`config.mk`:
```
export PLATFORM = sky130hd
export DESIGN_NAME = tcdm_bank_rr_arbiter_flat
export DESIGN_NICKNAME = d
export VERILOG_FILES = /design/src/rtl/tcdm_bank_rr_arbiter_pkg.sv /design/src/rtl/tcdm_bank_rr_arbiter_if.sv /design/src/rtl/tcdm_bank_rr_arbiter_resp_fifo.sv /design/src/rtl/tcdm_bank_rr_arbiter.sv /design/src/flat_wrapper.sv
export SDC_FILE = /design/constraint.sdc
export NUM_CORES = 1
export LEC_CHECK = 0
export BUFFER_PORTS_ARGS = -buffer_cell sky130_fd_sc_hd__clkbuf_2
export CAP_MARGIN = 20
export CORE_AREA = 2 2 189 191
export CTS_CLUSTER_SIZE = 16
export DETAILED_ROUTE_END_ITERATION = 10
export DIE_AREA = 0 0 191 193
export MAX_ROUTING_LAYER = met4
export PLACE_DENSITY = 0.61
export SETUP_SLACK_MARGIN = 0.05
export SLEW_MARGIN = 30
export SYNTH_ARGS = -nofsm -noshare
export SYNTH_HDL_FRONTEND = slang
export SYNTH_SLANG_ARGS = --single-unit
```
`constraint.sdc`:
```
create_clock -name clk_i -period 2 [get_ports clk_i]
set_input_delay 0.4 -clock clk_i [delete_from_list [all_inputs] [get_ports clk_i]]
set_output_delay 0.4 -clock clk_i [all_outputs]
set_load 0.01 [all_outputs]
```
`src/rtl/tcdm_bank_rr_arbiter_pkg.sv`:
```
// Shared types and sizing for the TCDM bank round-robin arbiter.
// Widths of the response struct are fixed here so every file agrees on them.
package tcdm_arb_pkg;

  localparam int unsigned NumReq           = 4;
  localparam int unsigned AddrWidth        = 10;
  localparam int unsigned DataWidth        = 32;
  localparam int unsigned MetaWidth        = 16;
  localparam int unsigned DefaultRespDepth = 2;
  localparam int unsigned BeWidth          = DataWidth / 8;
  localparam int unsigned SelWidth         = (NumReq > 1) ? $clog2(NumReq) : 1;
  localparam int unsigned PerfCntWidth     = 32;

  typedef logic [SelWidth-1:0] sel_req_t;

  typedef struct packed {
    sel_req_t               sel;
    logic [MetaWidth-1:0]   meta;
    logic [DataWidth-1:0]   rdata;
  } arb_resp_t;

  // Cyclic successor of a requester index, used to advance the round-robin pointer.
  function automatic sel_req_t next_rr(sel_req_t idx);
    return (idx == sel_req_t'(NumReq - 1)) ? '0 : sel_req_t'(idx + 1'b1);
  endfunction

endpackage

```
`src/rtl/tcdm_bank_rr_arbiter_if.sv`:
```
// Request, bank, response and counter signals of the arbiter bundled as one interface.
// The arbiter uses the slave modport; requesters, bank model and consumer use master.
interface tcdm_bank_rr_arbiter_if;
  import tcdm_arb_pkg::*;

  logic [NumReq-1:0]                  req_valid_i;
  logic [NumReq-1:0]                  req_ready_o;
  logic [NumReq-1:0][AddrWidth-1:0]   req_addr_i;
  logic [NumReq-1:0]                  req_write_i;
  logic [NumReq-1:0][DataWidth-1:0]   req_wdata_i;
  logic [NumReq-1:0][BeWidth-1:0]     req_be_i;
  logic [NumReq-1:0][MetaWidth-1:0]   req_meta_i;

  logic                               bank_req_o;
  logic                               bank_we_o;
  logic [AddrWidth-1:0]               bank_addr_o;
  logic [DataWidth-1:0]               bank_wdata_o;
  logic [BeWidth-1:0]                 bank_be_o;
  logic [DataWidth-1:0]               bank_rdata_i;

  logic                               resp_valid_o;
  logic                               resp_ready_i;
  sel_req_t                           resp_sel_o;
  logic [MetaWidth-1:0]               resp_meta_o;
  logic [DataWidth-1:0]               resp_rdata_o;

  logic [PerfCntWidth-1:0]            grant_cnt_o;
  logic [PerfCntWidth-1:0]            conflict_cnt_o;
  logic [PerfCntWidth-1:0]            stall_cnt_o;

  modport slave (
    input  req_valid_i, req_addr_i, req_write_i, req_wdata_i, req_be_i, req_meta_i,
    output req_ready_o,
    output bank_req_o, bank_we_o, bank_addr_o, bank_wdata_o, bank_be_o,
    input  bank_rdata_i,
    output resp_valid_o, resp_sel_o, resp_meta_o, resp_rdata_o,
    input  resp_ready_i,
    output grant_cnt_o, conflict_cnt_o, stall_cnt_o
  );

  modport master (
    output req_valid_i, req_addr_i, req_write_i, req_wdata_i, req_be_i, req_meta_i,
    input  req_ready_o,
    input  bank_req_o, bank_we_o, bank_addr_o, bank_wdata_o, bank_be_o,
    output bank_rdata_i,
    input  resp_valid_o, resp_sel_o, resp_meta_o, resp_rdata_o,
    output resp_ready_i,
    input  grant_cnt_o, conflict_cnt_o, stall_cnt_o
  );

endinterface

```
`src/rtl/tcdm_bank_rr_arbiter_resp_fifo.sv`:
```
// Fall-through response FIFO: a push into an empty FIFO is visible on the output in the
// same cycle, and push/pop may coincide at any occupancy (including empty and full).
module tcdm_arb_resp_fifo
  import tcdm_arb_pkg::*;
#(
  parameter  int unsigned Depth    = 2,
  localparam int unsigned PtrWidth = (Depth > 1) ? $clog2(Depth) : 1,
  localparam int unsigned OccWidth = $clog2(Depth + 1)
) (
  input  logic                clk_i,
  input  logic                rst_ni,
  input  logic                push_i,
  input  arb_resp_t           data_i,
  output logic                valid_o,
  input  logic                pop_i,
  output arb_resp_t           data_o,
  output logic [OccWidth-1:0] occ_o
);

  arb_resp_t             mem_q [Depth];
  logic [PtrWidth-1:0]   wptr_q, wptr_d;
  logic [PtrWidth-1:0]   rptr_q, rptr_d;
  logic [OccWidth-1:0]   occ_q, occ_d;
  logic                  empty;
  logic                  bypass;
  logic                  doWrite;
  logic                  doRead;

  // An empty FIFO that is pushed and popped together passes the entry straight through.
  assign empty   = (occ_q == '0);
  assign bypass  = empty && push_i && pop_i;
  assign doWrite = push_i && !bypass;
  assign doRead  = pop_i && !empty;

  assign valid_o = !empty || push_i;
  assign data_o  = !empty ? mem_q[rptr_q] : (push_i ? data_i : '0);
  assign occ_o   = occ_q;

  always_comb begin
    wptr_d = wptr_q;
    rptr_d = rptr_q;
    occ_d  = occ_q + OccWidth'(doWrite) - OccWidth'(doRead);
    if (doWrite) wptr_d = (wptr_q == PtrWidth'(Depth - 1)) ? '0 : wptr_q + 1'b1;
    if (doRead)  rptr_d = (rptr_q == PtrWidth'(Depth - 1)) ? '0 : rptr_q + 1'b1;
  end

  always_ff @(posedge clk_i or negedge rst_ni) begin
    if (!rst_ni) begin
      wptr_q <= '0;
      rptr_q <= '0;
      occ_q  <= '0;
      for (int unsigned i = 0; i < Depth; i++) mem_q[i] <= '0;
    end else begin
      wptr_q <= wptr_d;
      rptr_q <= rptr_d;
      occ_q  <= occ_d;
      if (doWrite) mem_q[wptr_q] <= data_i;
    end
  end

endmodule

```
`src/rtl/tcdm_bank_rr_arbiter.sv`:
```
// Round-robin arbiter sharing one single-ported TCDM bank, with credit-protected response FIFO.
// Optional saturating performance counters are built when TCDM_ARB_PERF_CNT_EN is defined.
module tcdm_bank_rr_arbiter
  import tcdm_arb_pkg::*;
#(
  parameter  int unsigned RespDepth = DefaultRespDepth,
  localparam int unsigned OccWidth  = $clog2(RespDepth + 1)
) (
  input  logic                   clk_i,
  input  logic                   rst_ni,
  tcdm_bank_rr_arbiter_if.slave  bus
);

  sel_req_t              rr_q, rr_d;
  sel_req_t              winner;
  sel_req_t              cand;
  logic                  found;
  logic                  arbEn;
  logic                  grant;
  logic                  pop;
  logic                  inflight_q;
  sel_req_t              sel_q;
  logic [MetaWidth-1:0]  meta_q;
  logic                  write_q;
  logic [OccWidth-1:0]   occ;
  arb_resp_t             pushData;
  arb_resp_t             respData;

  // The bank cannot stall, so a grant needs a response slot that is free now or freed by a pop.
  assign pop   = bus.resp_valid_o && bus.resp_ready_i;
  assign arbEn = ((32'(occ) + 32'(inflight_q)) < RespDepth) || pop;
  assign grant = found && arbEn;

  always_comb begin
    winner = rr_q;
    found  = 1'b0;
    cand   = '0;
    for (int unsigned k = 0; k < NumReq; k++) begin
      cand = sel_req_t'((32'(rr_q) + k) % NumReq);
      if (!found && bus.req_valid_i[cand]) begin
        found  = 1'b1;
        winner = cand;
      end
    end
  end

  always_comb begin
    bus.req_ready_o  = '0;
    bus.bank_req_o   = 1'b0;
    bus.bank_we_o    = 1'b0;
    bus.bank_addr_o  = '0;
    bus.bank_wdata_o = '0;
    bus.bank_be_o    = '0;
    rr_d             = rr_q;
    if (grant) begin
      bus.req_ready_o[winner] = 1'b1;
      bus.bank_req_o          = 1'b1;
      bus.bank_we_o           = bus.req_write_i[winner];
      bus.bank_addr_o         = bus.req_addr_i[winner];
      bus.bank_wdata_o        = bus.req_wdata_i[winner];
      bus.bank_be_o           = bus.req_be_i[winner];
      rr_d                    = next_rr(winner);
    end
  end

  always_ff @(posedge clk_i or negedge rst_ni) begin
    if (!rst_ni) begin
      rr_q       <= '0;
      inflight_q <= 1'b0;
      sel_q      <= '0;
      meta_q     <= '0;
      write_q    <= 1'b0;
    end else begin
      rr_q       <= rr_d;
      inflight_q <= grant;
      if (grant) begin
        sel_q   <= winner;
        meta_q  <= bus.req_meta_i[winner];
        write_q <= bus.req_write_i[winner];
      end
    end
  end

  // Bank read data is only valid the cycle after the access; writes return zero data.
  assign pushData.sel   = sel_q;
  assign pushData.meta  = meta_q;
  assign pushData.rdata = write_q ? '0 : bus.bank_rdata_i;

  tcdm_arb_resp_fifo #(
    .Depth (RespDepth)
  ) i_resp_fifo (
    .clk_i   (clk_i),
    .rst_ni  (rst_ni),
    .push_i  (inflight_q),
    .data_i  (pushData),
    .valid_o (bus.resp_valid_o),
    .pop_i   (bus.resp_ready_i),
    .data_o  (respData),
    .occ_o   (occ)
  );

  assign bus.resp_sel_o   = respData.sel;
  assign bus.resp_meta_o  = respData.meta;
  assign bus.resp_rdata_o = respData.rdata;

`ifdef TCDM_ARB_PERF_CNT_EN
  logic [PerfCntWidth-1:0] grantCnt_q, conflictCnt_q, stallCnt_q;
  logic                    conflict;
  logic                    stall;

  assign conflict = ($countones(bus.req_valid_i) >= 2);
  assign stall    = (|bus.req_valid_i) && !arbEn;

  always_ff @(posedge clk_i or negedge rst_ni) begin
    if (!rst_ni) begin
      grantCnt_q    <= '0;
      conflictCnt_q <= '0;
      stallCnt_q    <= '0;
    end else begin
      if (grant && !(&grantCnt_q))       grantCnt_q    <= grantCnt_q + 1'b1;
      if (conflict && !(&conflictCnt_q)) conflictCnt_q <= conflictCnt_q + 1'b1;
      if (stall && !(&stallCnt_q))       stallCnt_q    <= stallCnt_q + 1'b1;
    end
  end

  assign bus.grant_cnt_o    = grantCnt_q;
  assign bus.conflict_cnt_o = conflictCnt_q;
  assign bus.stall_cnt_o    = stallCnt_q;
`else
  assign bus.grant_cnt_o    = '0;
  assign bus.conflict_cnt_o = '0;
  assign bus.stall_cnt_o    = '0;
`endif

endmodule

```
`src/flat_wrapper.sv`:
```
// flat-port wrapper written by rule: the top's interface ports become plain ports
module tcdm_bank_rr_arbiter_flat import tcdm_arb_pkg::*;
#(
  parameter  int unsigned RespDepth = DefaultRespDepth,
  localparam int unsigned OccWidth  = $clog2(RespDepth + 1)
)
  (clk_i, rst_ni, bus_req_valid_i, bus_req_addr_i, bus_req_write_i, bus_req_wdata_i, bus_req_be_i, bus_req_meta_i, bus_req_ready_o, bus_bank_req_o, bus_bank_we_o, bus_bank_addr_o, bus_bank_wdata_o, bus_bank_be_o, bus_bank_rdata_i, bus_resp_valid_o, bus_resp_sel_o, bus_resp_meta_o, bus_resp_rdata_o, bus_resp_ready_i, bus_grant_cnt_o, bus_conflict_cnt_o, bus_stall_cnt_o);
  tcdm_bank_rr_arbiter_if bus_i ();
  input  logic clk_i;
  input  logic rst_ni;
  input wire logic [$bits(bus_i.req_valid_i)-1:0] bus_req_valid_i;
  input wire logic [$bits(bus_i.req_addr_i)-1:0] bus_req_addr_i;
  input wire logic [$bits(bus_i.req_write_i)-1:0] bus_req_write_i;
  input wire logic [$bits(bus_i.req_wdata_i)-1:0] bus_req_wdata_i;
  input wire logic [$bits(bus_i.req_be_i)-1:0] bus_req_be_i;
  input wire logic [$bits(bus_i.req_meta_i)-1:0] bus_req_meta_i;
  output wire logic [$bits(bus_i.req_ready_o)-1:0] bus_req_ready_o;
  output wire logic [$bits(bus_i.bank_req_o)-1:0] bus_bank_req_o;
  output wire logic [$bits(bus_i.bank_we_o)-1:0] bus_bank_we_o;
  output wire logic [$bits(bus_i.bank_addr_o)-1:0] bus_bank_addr_o;
  output wire logic [$bits(bus_i.bank_wdata_o)-1:0] bus_bank_wdata_o;
  output wire logic [$bits(bus_i.bank_be_o)-1:0] bus_bank_be_o;
  input wire logic [$bits(bus_i.bank_rdata_i)-1:0] bus_bank_rdata_i;
  output wire logic [$bits(bus_i.resp_valid_o)-1:0] bus_resp_valid_o;
  output wire logic [$bits(bus_i.resp_sel_o)-1:0] bus_resp_sel_o;
  output wire logic [$bits(bus_i.resp_meta_o)-1:0] bus_resp_meta_o;
  output wire logic [$bits(bus_i.resp_rdata_o)-1:0] bus_resp_rdata_o;
  input wire logic [$bits(bus_i.resp_ready_i)-1:0] bus_resp_ready_i;
  output wire logic [$bits(bus_i.grant_cnt_o)-1:0] bus_grant_cnt_o;
  output wire logic [$bits(bus_i.conflict_cnt_o)-1:0] bus_conflict_cnt_o;
  output wire logic [$bits(bus_i.stall_cnt_o)-1:0] bus_stall_cnt_o;
  assign bus_i.req_valid_i = bus_req_valid_i;
  assign bus_i.req_addr_i = bus_req_addr_i;
  assign bus_i.req_write_i = bus_req_write_i;
  assign bus_i.req_wdata_i = bus_req_wdata_i;
  assign bus_i.req_be_i = bus_req_be_i;
  assign bus_i.req_meta_i = bus_req_meta_i;
  assign bus_req_ready_o = bus_i.req_ready_o;
  assign bus_bank_req_o = bus_i.bank_req_o;
  assign bus_bank_we_o = bus_i.bank_we_o;
  assign bus_bank_addr_o = bus_i.bank_addr_o;
  assign bus_bank_wdata_o = bus_i.bank_wdata_o;
  assign bus_bank_be_o = bus_i.bank_be_o;
  assign bus_i.bank_rdata_i = bus_bank_rdata_i;
  assign bus_resp_valid_o = bus_i.resp_valid_o;
  assign bus_resp_sel_o = bus_i.resp_sel_o;
  assign bus_resp_meta_o = bus_i.resp_meta_o;
  assign bus_resp_rdata_o = bus_i.resp_rdata_o;
  assign bus_i.resp_ready_i = bus_resp_ready_i;
  assign bus_grant_cnt_o = bus_i.grant_cnt_o;
  assign bus_conflict_cnt_o = bus_i.conflict_cnt_o;
  assign bus_stall_cnt_o = bus_i.stall_cnt_o;
  tcdm_bank_rr_arbiter #(.RespDepth(RespDepth)) u_core (.clk_i(clk_i), .rst_ni(rst_ni), .bus(bus_i));
endmodule
```
==> results of run 1 <==
## sequential cells by signal, indices dropped and copies added (netlist names)
name / cells
u_core.i_resp_fifo.occ_o: 2
u_core.i_resp_fifo.wptr_q: 1
u_core.i_resp_fifo.mem_q: 100
u_core.inflight_q: 1
u_core.sel_q: 2
u_core.rr_q: 2
u_core.i_resp_fifo.rptr_q: 1
u_core.write_q: 1
u_core.meta_q: 16
## where the power goes
| part | switching [mW] | internal (mW) |
|---|---|---|
| sequential | 1.27 | 3.73 |
| combinational | 11.4 | 11.5 |
| clock | 1.36 | 1.66 |
## metal layers
layer / vias to the layer above / routed length, um / track usage
met3: 124 / 3180 / 0.0498
met1: 5337 / 20500 / 0.324
met4: 0 / 1830 / 0.0900
met2: 487 / 26100 / 0.479
li1: 4638 / - / -
met5: - / 0 / -
## placed cells by master (no fill, tap or decap), types with 15 or more instances in the layout
cell type	synthesis	final
buf_6	3	69
nand2b_1	32	29
buf_12	3	49
buf_16	0	22
buf_4	97	70
o21ai_1	0	19
clkbuf_2	0	317
nor2_1	19	18
a221oi_2	0	30
a21oi_1	79	55
nand2_2	0	21
inv_1	20	18
a21oi_2	0	21
o21ai_2	1	78
mux2_4	0	36
mux2i_1	96	93
nand2_1	152	86
conb_1	1	96
nand2_4	0	44
a221oi_4	0	16
clkbuf_16	0	21
a31oi_1	18	17
dfrtp_1	126	120
buf_2	22	36
o21ai_4	0	18
nor3_1	33	15
## layout make-up
| type | instances | area [um^2] |
|---|---|---|
| fillers | 3130 | 18200 |
| multi-input cells | 813 | 7180 |
| repair buffers | 593 | 5200 |
| flip-flops and latches | 126 | 3160 |
| well taps | 461 | 577 |
| clock buffers | 18 | 439 |
| clock inverters | 14 | 126 |
| inverters | 22 | 103 |
| diodes | 3 | 7.51 |
## what timing repair did
action,in CTS,in global routing
cloned,46,5
hold endpoints to repair,57,0
hold buffers,1,0
gates resized for setup,459,363
setup buffers,70,22
pin swaps,78,63
setup endpoints to repair,221,224
## worst reg2reg max path, cell delays in order, from the launching register on
cell and delay, ns:
dfrtp_2 0.39, buf_6 0.11, buf_6 0.11, nor2_4 0.05, buf_6 0.11, buf_6 0.12
buf_12 0.14, buf_6 0.12, a21bo_4 0.21, or2_4 0.31, buf_12 0.18, buf_12 0.13
buf_16 0.14, nand2_2 0.06, o21ai_1 0.06
## cells by family after synthesis
| group | Yosys count | synth area share |
|---|---|---|
| XOR/XNOR | 3 | 0.00293 |
| buffers and inverters | 214 | 0.143 |
| flip-flops | 126 | 0.352 |
| AND/OR/NAND/NOR | 270 | 0.134 |
| AO/OA/AOI/OAI | 302 | 0.207 |
| other | 1 | 0.000419 |
| multiplexers | 132 | 0.152 |
| adder cells (fa/ha/maj) | 6 | 0.00838 |
## metrics by stage
step	std cells	TNS, ns
floorplan	1149	-9.62
global placement	1903	-37.91
detailed placement	1903	-41.49
CTS	2051	-91.01
global route	2050	-81.82
finish	2050	-67.39
## final timing paths
kind / endpoint / cells past startpoint
max in group asynchronous: u_core.i_resp_fifo.occ_o[0]$_DFF_PN0_ / 3
worst max-delay path: bus_bank_wdata_o[24] / 9
min in group asynchronous: u_core.i_resp_fifo.mem_q[1]$_DFFE_PN0P_ / 2
worst min-delay path: u_core.i_resp_fifo.mem_q[75]$_DFFE_PN0P_ / 3
worst min register to register: u_core.i_resp_fifo.mem_q[28]$_DFFE_PN0P_ / 2
worst max register to register: u_core.i_resp_fifo.mem_q[71]$_DFFE_PN0P_ / 14
==> results_dict.tcl, run 1 <==
set metrics [dict create \
    power_density_nw_per_um2 1840 \
    initial_core_util 0.256 \
    total_power_mw 30.9 \
    ant_nets 0 \
    antenna_found_initial 6 \
    setup_violations 186 \
    cts_buffers 17 \
    grt_pass1_wl_mm 71.6 \
    yosysTopAreaCell "dfrtp_1" \
    crit_arrival_ns 2.38 \
    cp_top_family "buffers and inverters" \
    vias 10586 \
    port_buffers 393 \
    max_freq_mhz 360 \
    async_reset_ff_frac 1.00 \
    syn_inst 1054 \
    rr_startpoint "u_core.i_resp_fifo.occ_o[0]$_DFF_PN0_" \
    dpl-instance-area_um2 12000 \
    power_leakage_nw 8.02 \
    synth_common_cells "nand2_1, dfrtp_1, o21ai_0, buf_4, mux2i_1" \
    path_cells "buf_4 -> o21ai_4 -> and3_4 -> clkinv_8 -> buf_12 -> mux2i_1 -> buf_4 -> a221oi_4 -> buf_6" \
    fin_skew_ns 0.0199 \
    synth_edf_count 0 \
    period_share 1.39 \
    syn2layout_area_growth_pct 87.5 \
    dieWidth_um 191 \
    synth_seq_cells 126 \
    critPathKind "flip-flop to output port" \
    grtUsageTotal 0.276 \
    cts-root-buf "clkbuf_16" \
    worst_slew_pin_slew_ns 0.600 \
    wirelength_mm 51.6 \
    min_from "bus_bank_rdata_i[25]" \
    crit_buf_inv 5 \
    first_iter_violations 657 \
    synth-warning-count 0 \
    via_per_inst 5.16 \
    tritoncts "yes" \
    clk_pin_slew_ns 0.06 \
    clock_sinks 126 \
    synth_area_um2 8960 \
    cp-end-kind "output port" \
    core_region_area_um2 35000 \
    ys.flop_type "dfrtp_1" \
    dieArea_um2 36900 \
    clock_path_buffers 2 \
    core.rowCount 69 \
    clkLatencyLatePin_ns 0.44 \
    yosysSeqAreaShare 0.352 \
    gp_congestion 0.958 \
    peakVddDrop_v 0.00114 \
    hold_ws_ns 0.280 \
    violations "negative setup slack" \
    drv_slew 0 \
    yosysMostFrequentCell "nand2_1" \
    slowest_stage "dfrtp_2" \
    slowest_delay_ns 0.44 \
    synth.area.top_cells "dfrtp_1, mux2i_1, buf_4" \
    fin_nets 1870 \
    final_core_util 0.480 \
    cp-start-kind "flip-flop" \
    yosysTopAreaCellShare 0.352 \
    fin_area_um2 16800 \
    reg2reg_slack_ns -0.34 \
    cts-htree-levels 4 \
    hold_class "primary input to flip-flop" \
    grt_pass1_vias 10811 \
    firstDrtPassIters 5 \
    die_y_um 193 \
    yosysUniqueCellTypes 43 \
    slew_headroom 0.600 \
    syn_area_per_cell_um2 8.50 \
    grt_remaining_overflow 0 \
    hold_violations 0 \
    grt_start_max_net_pins 61 \
    fin_ws_ns -0.781 \
    cap_violations 0 \
    wl_per_cell_um 25.2 \
    num_io_pins 490 \
    drc 0 \
    cp_max_fo 16 \
    drive_gt1_frac 0.625 \
    status "finished with violations" \
    dp_slack_ns -0.735 \
    cp_common_cell "buf_4" \
    setup.worst_path.start "u_core.rr_q[1]$_DFFE_PN0P_" \
    dp_hpwl_mm 31.8 \
    fin_crit_ns 2.78 \
    rsz0062_at_grt "true" \
    worst_ep_required_time_ns 1.60 \
]
Power figures use the tool's default switching activity.
==> run 2, diff against run 1 <==
Settings changed: ABC_AREA set to 1, CORE_AREA 2 2 189 191 to 2 2 192 194, DIE_AREA 0 0 191 193 to 0 0 194 196, PLACE_DENSITY 0.61 to 0.59.
Clock period 2 ns to 3.04 ns, I/O delays scaled along.
==> run 2 against run 1 <==
Effect of this change: the flow still finishes with violations (negative setup slack); synthesized area rose by 3.8%; sequential share of layout area rose by 5.4 points; clock power fell by 25%; die area rose by 3.1%; hold slack got worse by 0.13 ns; core utilization fell by 12 points; via count barely moved; clock-buffer cell count rose by 2; clock skew fell by 0.015 ns; largest cell class unchanged.
==> results_dict.tcl, run 2 <==
set metrics [dict create \
    status "finished with violations" \
    violations "negative setup slack" \
    drc 0 \
    gp_congestion 0.931 \
    final_core_util 0.362 \
    cp_max_fo 7 \
    syn_area_per_cell_um2 6.40 \
    clkLatencyLatePin_ns 0.41 \
    yosysSeqAreaShare 0.339 \
    initial_core_util 0.258 \
    port_buffers 393 \
    async_reset_ff_frac 1.00 \
    die_y_um 196 \
    synth_seq_cells 126 \
    drv_slew 0 \
    syn2layout_area_growth_pct 40.4 \
    dieArea_um2 38000 \
    most-common-layout-cells "nand2_1, clkbuf_2, dfrtp_1" \
    synth_area_um2 9300 \
    core_region_area_um2 36100 \
    grtUsageTotal 0.207 \
    num_io_pins 490 \
    cp-start-kind "flip-flop" \
    grt_remaining_overflow 0 \
    syn_inst 1452 \
    synth-warning-count 0 \
    synth_edf_count 0 \
    wl_per_cell_um 16.8 \
    grt_pass1_vias 10054 \
    fillCellCount 3967 \
    yosysTopAreaCellShare 0.339 \
    power_density_nw_per_um2 1660 \
    rsz0062_at_grt "true" \
    firstDrtPassIters 4 \
    dp_slack_ns -0.114 \
    cp-end-kind "output port" \
    crit_arrival_ns 2.75 \
    clock_path_buffers 2 \
    layout.cells.most_common "nand2_1" \
    instances_no_fill 2347 \
    yosysUniqueCellTypes 28 \
    grt_start_max_net_pins 60 \
    synth_common_cells "nand2_1, dfrtp_1, buf_4, nor2_1, o21ai_0" \
    hold_violations 0 \
    tritoncts "yes" \
    wirelength_mm 39.5 \
    fin_skew_ns 0.00504 \
    yosysMostFrequentCell "nand2_1" \
    fin_nets 2157 \
    setup_tns_ns -12.33 \
    fin_crit_ns 3.36 \
    grt_pass1_wl_mm 58.9 \
    dieWidth_um 194 \
    ys.flop_type "dfrtp_1" \
    ant_nets 0 \
    cts-htree-levels 4 \
    via_per_inst 4.51 \
    cts_buffers 17 \
    period_share 1.10 \
    cap_violations 0 \
    yosysTopAreaCell "dfrtp_1" \
    synth.area.top_cells "dfrtp_1, nand2_1, buf_4" \
    placed_cells 2284 \
    slew_headroom 0.551 \
    first_iter_violations 657 \
    power_leakage_nw 7.31 \
    drive_gt1_frac 0.309 \
    max_freq_mhz 298 \
    fin_ws_ns -0.316 \
    hold_class "primary input to asynchronous set/reset pin" \
    setup_violations 51 \
    critPathKind "flip-flop to output port" \
    cts-root-buf "clkbuf_16" \
    top_register "u_core.i_resp_fifo.mem_q" \
    worst_ep_required_time_ns 2.43 \
    core.rowCount 70 \
    vias 10588 \
    antenna_found_initial 6 \
    peakVddDrop_v 0.000933 \
    worst_slew_pin_slew_ns 0.673 \
    clk_pin_slew_ns 0.06 \
    largest_reg_flops 100 \
    top_regs "u_core.i_resp_fifo.mem_q x100, u_core.meta_q x16" \
    dp_hpwl_mm 29.4 \
    clock_sinks 126 \
]
run 2: routing by layer:
metal | global-route usage | vias up | wire, um
li1 | - | 5243 | -
met1 | 0.272 | 4914 | 17800
met2 | 0.314 | 390 | 17900
met3 | 0.0550 | 41 | 3050
met4 | 0.0581 | 0 | 729
met5 | - | - | 0
run 2: worst max-delay path, stage by stage (launching register included):
cell and delay, ns:
dfrtp_2 0.46, inv_2 0.12, nand2_1 0.08, nand2_2 0.08, nand2_2 0.07, nand2_4 0.11
nor2_8 0.05, nand3_4 0.07, buf_6 0.12, nor2_4 0.03, buf_4 0.13, a21oi_4 0.25
buf_12 0.18, buf_12 0.12, nand2_1 0.06, a21oi_2 0.20, buf_2 0.17
run 2: final cells by class:
class	count	area [um^2]	area share
sequential	126	3160	0.242
timing repair inverter	1	7.51	0.000575
multi-input combinational	1173	5250	0.402
antenna	6	15.0	0.00115
clock buffer	20	457	0.0350
clock inverter	12	209	0.0160
timing repair buffer	487	3170	0.243
inverter	54	205	0.0157
tap	468	586	0.0449
run 2: per-stage QoR:
step	instance area, um^2	hold slack (ns)	power (mW)
floorplan	9650	0.312	11.4
global placement	11800	0.466	17.0
detailed placement	11800	0.469	17.1
CTS	13000	0.169	21.5
global route	13000	0.168	23.5
finish	13000	0.148	21.6
run 2: what timing repair did:
| action | CTS | global route |
|---|---|---|
| gates cloned | 9 | 0 |
| gates resized for setup | 58 | 52 |
| setup endpoints to repair | 51 | 52 |
| buffers inserted | 15 | 1 |
| hold buffers | 0 | 0 |
| pin swaps | 9 | 3 |
run 2: worst paths after layout:
| path | slack, ns | from | cells after the start | to |
|---|---|---|---|---|
| max in group asynchronous | 2.00 | rst_ni | 2 | u_core.i_resp_fifo.mem_q[78]$_DFFE_PN0P_ |
| setup / recovery | -0.32 | u_core.rr_q[0]$_DFFE_PN0P_ | 16 | bus_bank_wdata_o[0] |
| setup reg to reg | 0.59 | u_core.i_resp_fifo.occ_o[0]$_DFF_PN0_ | 8 | u_core.i_resp_fifo.mem_q[82]$_DFFE_PN0P_ |
| hold / removal | 0.15 | rst_ni | 1 | u_core.i_resp_fifo.mem_q[52]$_DFFE_PN0P_ |
| min in group clk_i | 0.48 | u_core.meta_q[3]$_DFFE_PN0P_ | 2 | u_core.meta_q[3]$_DFFE_PN0P_ |
| hold reg to reg | 0.48 | u_core.meta_q[3]$_DFFE_PN0P_ | 2 | u_core.meta_q[3]$_DFFE_PN0P_ |
run 2: kinds of logic after synthesis:
kind of cell	count (synthesis)	share of synthesized area
xor+xnor	3	0.00283
buf+inv	248	0.153
compound gates	203	0.131
flops	126	0.339
other cells	1	0.000403
simple gates	865	0.366
fa+ha+maj	6	0.00808
run 2: where the power goes:
part           leakage (nW)  switching [mW]  internal (mW)  total (mW)
Clock                 0.317           0.775           1.51        2.28
Combinational          5.41            9.65           6.81        16.5
Sequential             1.59           0.420           2.47        2.89
Total                  7.31            10.8           10.8        21.6
